==> src/rtl/instruction_fetch_unit.sv <==
// Instruction fetch unit: owns the PC, addresses the async-read instruction ROM,
// and hands (pc, instruction) pairs to decode through a one-entry valid/ready buffer.
module instruction_fetch_unit #(
  parameter int unsigned           XLEN              = 32,
  parameter logic [XLEN-1:0]       RESET_PC          = 32'h0000_0000,
  parameter int unsigned           INSTRUCTION_WIDTH = 32
) (
  input  logic                         clk,
  input  logic                         rst,
  input  logic                         fetch_enable,
  input  logic                         redirect_valid,
  input  logic [XLEN-1:0]              redirect_pc,
  output logic [XLEN-1:0]              imem_address,
  input  logic [INSTRUCTION_WIDTH-1:0] imem_instruction,
  output logic                         out_valid,
  input  logic                         out_ready,
  output logic [XLEN-1:0]              out_pc,
  output logic [INSTRUCTION_WIDTH-1:0] out_instruction
);

  localparam int unsigned WORD_W = XLEN - 2;

  // PC kept as a word index so the byte address is aligned by construction.
  logic [WORD_W-1:0] pc_word;
  logic              load_c;
  logic              unused_redirect_lsbs;

  assign unused_redirect_lsbs = &{1'b0, redirect_pc[1:0]};

  assign imem_address = {pc_word, 2'b00};

  assign load_c = fetch_enable && (!out_valid || out_ready) && !redirect_valid;

  // Redirect beats load, which beats a plain consume; otherwise everything holds.
  always_ff @(posedge clk or posedge rst) begin
    if (rst) begin
      pc_word         <= RESET_PC[XLEN-1:2];
      out_valid       <= 1'b0;
      out_pc          <= '0;
      out_instruction <= '0;
    end else if (redirect_valid) begin
      pc_word   <= redirect_pc[XLEN-1:2];
      out_valid <= 1'b0;
    end else if (load_c) begin
      pc_word         <= pc_word + WORD_W'(1);
      out_valid       <= 1'b1;
      out_pc          <= {pc_word, 2'b00};
      out_instruction <= imem_instruction;
    end else if (out_valid && out_ready) begin
      out_valid <= 1'b0;
    end
  end

endmodule

==> config.mk <==
export PLATFORM = sky130hd
export DESIGN_NAME = instruction_fetch_unit
export DESIGN_NICKNAME = d
export VERILOG_FILES = /design/src/rtl/instruction_fetch_unit.sv
export SDC_FILE = /design/constraint.sdc
export NUM_CORES = 1
export LEC_CHECK = 0
export ABC_CLOCK_PERIOD_IN_PS = 6500
export CAP_MARGIN = 20
export CORE_MARGIN = 5
export CORE_UTILIZATION = 45
export CTS_CLUSTER_DIAMETER = 200
export DETAILED_ROUTE_END_ITERATION = 8
export HOLD_SLACK_MARGIN = 0.06
export PLACE_DENSITY = 0.8
export RECOVER_POWER = 25
export SLEW_MARGIN = 10
export SYNTH_ARGS = -nofsm -noshare
export SYNTH_HDL_FRONTEND = slang
export SYNTH_SLANG_ARGS = --single-unit
==> constraint.sdc <==
create_clock -name clk -period 6.5 [get_ports clk]
set_clock_uncertainty 0.15 [all_clocks]
set_input_delay 0.975 -clock clk [delete_from_list [all_inputs] [get_ports clk]]
set_output_delay 0.975 -clock clk [all_outputs]
set_load 0.05 [all_outputs]
======== Word level (Yosys, flattened, before mapping) ========
Index checks and enable logic that the tools add are counted.
W data, S select, Z words.
storage, ports and cells
  bits in registers ....................... 93
  output and inout bits ................... 97
  input port bits ......................... 69
operators by class
  multiplexer cells ....................... 5
  $add $sub $neg .......................... 1
  bitwise gates (word level) .............. 1
  reduce and logical (&&, ||, !) cells .... 9
operators by type and width
  cell                     number
  $mux W30                 2
  $add A30 B1 Y30 const B  1
  $logic_and A1 B1 Y1      3
  $mux W1                  3
  $reduce_bool A3 Y1       1
  $logic_not A1 Y1         2
  $reduce_and A2 Y1        1
  $reduce_bool A2 Y1       1
  $logic_or A1 B1 Y1       1
  $not A1 Y1               1

======== Logic depth before layout (Yosys ltp) ========
Gate-level depths: netlist of the first run.
  depth in word-level cells ............... 6
  mapped depth ............................ 6
  mapped depth without buffers ............ 5

======== Least setup slack after synthesis of the first run ========
Ideal clock, no wire load.
  path type ............................... input-to-reg
  from .................................... input fetch_enable
  to ...................................... register out_pc[10]
  buffers on the path ..................... 2
  arrival ................................. 2.405 ns
  stages on the path ...................... 5
  setup time .............................. 0.125 ns
  slack ................................... 3.821 ns
  data required time ...................... 6.225 ns
  cells stage by stage .................... clkbuf_1 nand2_1 nor2_1 clkbuf_1 mux2_2
between the ends
  cells in the longest elaborated chain, start to end .. 3
RTL lines
  what                               RTL line  text
  start, declared                    10        input logic fetch_enable,
  $logic_and A1 B1 Y1 (2 in series)  32        assign load_c = fetch_enable && (!out_valid || out_ready) && !redirect_valid;
  $reduce_and A2 Y1 (no line)        --
  end signal, assigned               47        out_pc <= {pc_word, 2'b00};
  end, declared                      17        output logic [XLEN-1:0] out_pc,
Every way passes these cells.
A chain may end at the register's enable or synchronous reset.

======== Worst setup path in the final report of the first run ========
  from .................................... input out_ready
  to ...................................... register out_instruction[30]
between the ends
  cells in the longest elaborated chain, start to end .. 4
RTL lines
  what                               RTL line  text
  start, declared                    16        input logic out_ready,
  $logic_or A1 B1 Y1                 32
  $logic_and A1 B1 Y1 (2 in series)  32
  $reduce_and A2 Y1 (no line)        --
  end signal, assigned               48        out_instruction <= imem_instruction;
  end, declared                      18        output logic [INSTRUCTION_WIDTH-1:0] out_instruction
Every way passes these cells.

==> reports/results.tsv, run 1 <==
metric	value	unit
status	finished, violations left	
failing checks	capacitance limit, slew limit	
Mapped Cells	357	
detail-routed via count per cell	5.50	
top-area cell type share of the netlist area	0.555	
ys async rst share	1.00	
fillers	712	
P_leak	2.42	nW
# rows	35	
CP Capture Type	register	
final net count	578	
CP arrival	3.64	ns
Synth Flop Type	dfrtp_1	
Avg Inst Size Synth	11.7	um^2
largest net degree at the start of global routing	51	
slowest cell delay on critical path	0.63	ns
post-route cell area	0.00606	mm^2
Initial DRT Pass Iterations	4	
min-delay src	out_pc[14]	
num ports	166	
gr usage total	0.198	
relative slew slack	-0.324	
# setup viols final	0	
global-route wire length before repair	18200	um
mapped cell area	0.00419	mm^2
post-route minimum period	3.57	ns
CP Class	in -> reg	
cell taking the most area after synthesis	dfrtp_1	
Final Cycle Share	0.549	
Post-CTS Setup Inserts	0	
Netlist cell types	38	
area grow syn2layout	44.5	%
area post-placement	0.00585	mm^2
CP required	6.58	ns
routability cong.	0.835	
Place WS	2.61	ns
ratio of cells with drive above 1 in the final layout	0.168	
CTS max path bufs	2	
WL per Instance	17.7	um
Port-buffer cells	159	
initial core utilization	0.458	
Residual DRC	0	
critical path cell sequence	dlygate4sd3_1, nand2b_1, nand2_1, nor2_4, buf_4, mux2_2	
Fin. Hold Viols	0	
Slowest-stage cell, CP	nor2_4	
Die H	107	um
CTS clock-pin slew for the worst setup and hold paths	0.09	ns
grt ovf	0	
RR Startpoint	out_valid	
number of buffers created by CTS	9	
clk_lat worst skew	0.34	ns
Iter 0 DRT Violations	156	
placed wire-length estimate	8070	um
Die X	107	um
R2R setup slack	3.74	ns
area of the die	0.0113	mm^2
# resized after CTS	0	
largest fanout on the critical path	37	
Worst Path Buf+Inv	2	
maximum vdd drop	0.167	mV
Max Fclk	280	MHz
Multi-input gate area	0.00174	mm^2
n_diodes	0	
final WL	11100	um
Synth top cells by count	93 x dfrtp_1, 62 x mux2_2, 25 x nand2_1	
RSZ-0062 raised after global routing	no	
vias in the first global route	3537	
setup TNS	0	ns
initial antenna violation count	0	
Worst setup SP type	input pin	
Max-Cap Viols	1	
actual slew at the worst max-slew pin	1.98	ns
synth warn	0	
most common cell in the netlist	dfrtp_1	
cts hold-fix bufs	0	
CTS tree	yes	
Min-Delay Path Class	reg -> reg	
register area	0.00233	mm^2
PwrDens	312	mW/mm^2
sequential share of the synthesized area	0.555	
htree depth	3	
Crit path max-delay family	simple AND/OR/NAND/NOR gates	
setup ws final	2.93	ns
Clock Tree Root	clkbuf_8	
clk sink count	93	
fin. max-slew vios	45	
EDFF count, synth	0	
CP Launch Point	out_ready	
Core Box Area	0.00915	mm^2
post-route ant nets	0	
vias	3430	
leading post-synthesis cells by cell area	dfrtp_1 56%, mux2_2 17%, or4_1 2.7%	
#FFs+latches synth	93	
[worst register-to-register path, delay by kind of cell (launching register included)]
family	cells	cell delay [ns]
buf+inv	1	0.54
flops	1	0.39
mux	1	0.41
simple gates	3	1.15
[stage by stage]
stage          utilization  std cells  hold WS [ns]  total power, mW
2_1_floorplan            -        360         0.676             1.21
3_3_place_gp         0.639        608         0.338             1.47
3_5_place_dp         0.639        608         0.344             1.49
4_1_cts              0.662        624         0.364             1.91
5_1_grt              0.662        624         0.376             1.97
6_report             0.662        624         0.360             1.89
[power breakdown]
group          total [mW]  switching (mW)  leakage [nW]  internal (mW)
sequential          0.741          0.0701          1.09          0.670
combinational       0.728           0.460          1.22          0.269
clock               0.422           0.204         0.107          0.217
[sequential cells by signal (all words and copies together) (netlist names)]
name and flops:
out_instruction 32, out_pc 30, out_valid 1, pc_word 30
[kinds of logic after synthesis]
family	Yosys count	synth area share
xor+xnor	7	0.0146
mux	63	0.169
compound gates	47	0.0740
buf+inv	32	0.0349
flops	93	0.555
other cells	1	0.000894
fa+ha+maj	1	0.00298
simple gates	113	0.149
[per-layer routing]
metal,track usage,share of wire
met1,0.250,0.40
met2,0.346,0.52
met3,0.0486,0.067
met4,0.0429,0.0079
met5,0,0
[placed cells by master, fill, tap and decap left out, types with 2 or more instances in the layout]
cell type        Yosys  routed
a21oi_1              2       2
a22oi_1              2       2
a31oi_1             13      13
and2_1               5       5
and3_1               3       3
and4_1               4       4
buf_4                4       3
bufinv_16            0       2
clkbuf_8             0       9
clkdlybuf4s50_1      0     157
clkinv_2             0       2
conb_1               1       4
dfrtp_1             93      93
dlygate4sd3_1        0       2
inv_1                7       6
mux2_2              62      62
nand2_1             25      25
nand3_1             16      16
nand4_1             14      14
nand4_2              2       2
nor2_1              18      17
nor3_1               4       4
o211ai_1             4       4
o21ai_0             11      11
o311ai_0             2       2
o31ai_1             11      11
or3_1                2       2
or4_1               15      15
xor2_1               6       6
[area by class of cell]
class | instances | area share
Clock buffer | 10 | 0.0211
Clock inverter | 6 | 0.0142
Inverter | 7 | 0.00454
Multi-Input combinational cell | 235 | 0.287
Sequential cell | 93 | 0.384
Tap cell | 111 | 0.0229
Timing Repair Buffer | 162 | 0.266
[path summary, 6_finish.rpt]
path,to,cells past startpoint
min,out_pc[14],1
min reg2reg,out_pc[14],1
max,out_instruction[30],6
max reg2reg,out_instruction[30],5
min in group asynchronous,out_instruction[25],2
max in group asynchronous,pc_word[21],3
Power figures use the tool's default switching activity.
==> run 2: changes to the inputs <==
- ABC_CLOCK_PERIOD_IN_PS: 6500 -> 2910
- CORE_UTILIZATION: 45 -> 39
- PLACE_DENSITY: 0.8 -> 0.73
- clock period: 6.5 -> 2.91 ns (I/O delays scaled with it)
==> run 2 against run 1 <==
Against the previous run:
- the flow now finishes without violations
- utilization decreased by 7.1 points
- sequential share of layout area decreased by 0.59 points
- final cell count increased by 5.0%
- clock-buffer cell count increased by 1
- non-clock buffer count increased by 6
- largest power group unchanged
==> reports/results.tsv, run 2 (same netlist as run 1, synthesis figures left out) <==
metric	value	unit	change
Largest register FFs	32		unchanged
Final Cycle Share	0.828		
Iter 0 DRT Violations	112		-28%
most frequent cells in the layout	158 x clkdlybuf4s50_1, 93 x dfrtp_1, 62 x mux2_2		
initial core utilization	0.403		-0.0556
CP arrival	2.53	ns	-1.11 ns
Fin. Hold Viols	0		unchanged
clk_lat worst skew	0.35	ns	about the same
CTS clock-pin slew for the worst setup and hold paths	0.09	ns	about the same
Max Fclk	415	MHz	
actual slew at the worst max-slew pin	1.37	ns	-0.610 ns
maximum vdd drop	0.304	mV	+82%
setup TNS	0	ns	unchanged
num ports	166		unchanged
Die X	114	um	+6.7%
CP Capture Type	register		
# rows	37		+5.7%
status	completed		
# resized after CTS	0		unchanged
fin. max-slew vios	0		-100%
CP Class	reg -> reg		
largest reg by FF count	out_instruction		
WL per Instance	17.1	um	-3.4%
htree depth	3		unchanged
initial antenna violation count	0		unchanged
cts hold-fix bufs	0		unchanged
post-route ant nets	0		unchanged
Pwr Total	4.20	mW	+120%
n_diodes	0		unchanged
detail-routed via count per cell	5.27		-4.1%
largest net degree at the start of global routing	53		+3.9%
area grow syn2layout	46.8	%	
Core Box Area	0.0104	mm^2	+14%
post-route minimum period	2.41	ns	
CTS max path bufs	2		unchanged
Initial DRT Pass Iterations	4		unchanged
# setup viols final	0		unchanged
PwrDens	682	mW/mm^2	+120%
P_leak	2.45	nW	+1.2%
CP required	3.03	ns	-3.55 ns
Clock Tree Root	clkbuf_8		
placed wire-length estimate	8310	um	+3.0%
Port-buffer cells	159		unchanged
Min-Delay Path Class	reg -> reg		
area of the die	0.0129	mm^2	+14%
CTS tree	yes		
vias in the first global route	3605		+1.9%
Worst setup SP type	register		
relative slew slack	0.0849		+0.409
vias	3452		+0.64%
final net count	584		+1.0%
Residual DRC	0		unchanged
most common cell after layout, fill and taps aside	clkdlybuf4s50_1		
global-route wire length before repair	18400	um	+0.91%
ratio of cells with drive above 1 in the final layout	0.179		+0.0115
routability cong.	0.761		-8.9%
Die H	114	um	+6.7%
RSZ-0062 raised after global routing	no		
clk sink count	93		unchanged
largest fanout on the critical path	10		-73%
grt ovf	0		unchanged
final WL	11200	um	+1.4%
Post-CTS Setup Inserts	0		unchanged
gr usage total	0.176		-0.0218
number of buffers created by CTS	9		unchanged
Max-Cap Viols	0		-1
Top Registers	out_instruction: 32 flops, out_pc: 30 flops, pc_word: 30 flops		
run 2: cell count changes in the layout (fill, tap and decap cells not counted):
cell             delta
dlygate4sd3_1       -1
inv_6               -1
bufinv_16           -1
clkbuf_8            +2
clkinvlp_4          +1
buf_4               +3
clkinv_4            +1
clkbuf_1            -1
clkinv_2            -1
clkbuf_2            +1
clkdlybuf4s50_1     +1
buf_12              +2
run 2: stage by stage:
stage | util | worst slack (ns) | cells | cell area (um^2) | hold slack, ns
finish | 0.591 | 0.500 | 655 | 6150 | 0.362
global placement | 0.572 | 0.350 | 639 | 5960 | 0.339
global route | 0.591 | 0.315 | 655 | 6150 | 0.382
CTS | 0.593 | 0.513 | 655 | 6170 | 0.365
detailed placement | 0.572 | 0.322 | 639 | 5960 | 0.345
floorplan | - | 0.485 | 360 | 4210 | 0.406
run 2: report_power, final:
part | leakage, nW | total, mW | internal [mW] | switching, mW
Sequential | 1.09 | 1.65 | 1.50 | 0.157
Clock | 0.102 | 0.910 | 0.445 | 0.465
Combinational | 1.26 | 1.63 | 0.607 | 1.02
run 2: worst max-delay path: stages (launching register included):
cell,delay (ns)
dfrtp_1,0.54
nand4_2,0.18
or4_1,0.75
or4_1,0.53
a31oi_1,0.19
run 2: worst paths after layout:
path                                 start                  end  slack, ns  cells past startpoint
worst max-delay path            pc_word[7]          pc_word[23]       0.50                      4
worst min-delay path            out_pc[21]           out_pc[21]       0.36                      1
worst max register to register  pc_word[7]          pc_word[23]       0.50                      4
worst min register to register  out_pc[21]           out_pc[21]       0.36                      1
max in group asynchronous              rst           out_pc[17]       0.65                      3
min in group asynchronous              rst  out_instruction[14]       0.68                      2
run 2: final cells by class:
cell class                      instances  area [um^2]
Clock buffer                           11          151
Clock inverter                          5         58.8
Fill cell                             897         4260
Inverter                                7         27.5
Multi-Input combinational cell        235         1740
Sequential cell                        93         2330
Tap cell                              136          170
Timing Repair Buffer                  168         1680
run 2: per-layer routing:
metal  vias up  share of wire  global-route usage
met5         -              0                   0
met4         0          0.015              0.0489
met3        15          0.073              0.0493
met2       107           0.50               0.300
met1      1704           0.42               0.220
li1       1626              -                   -
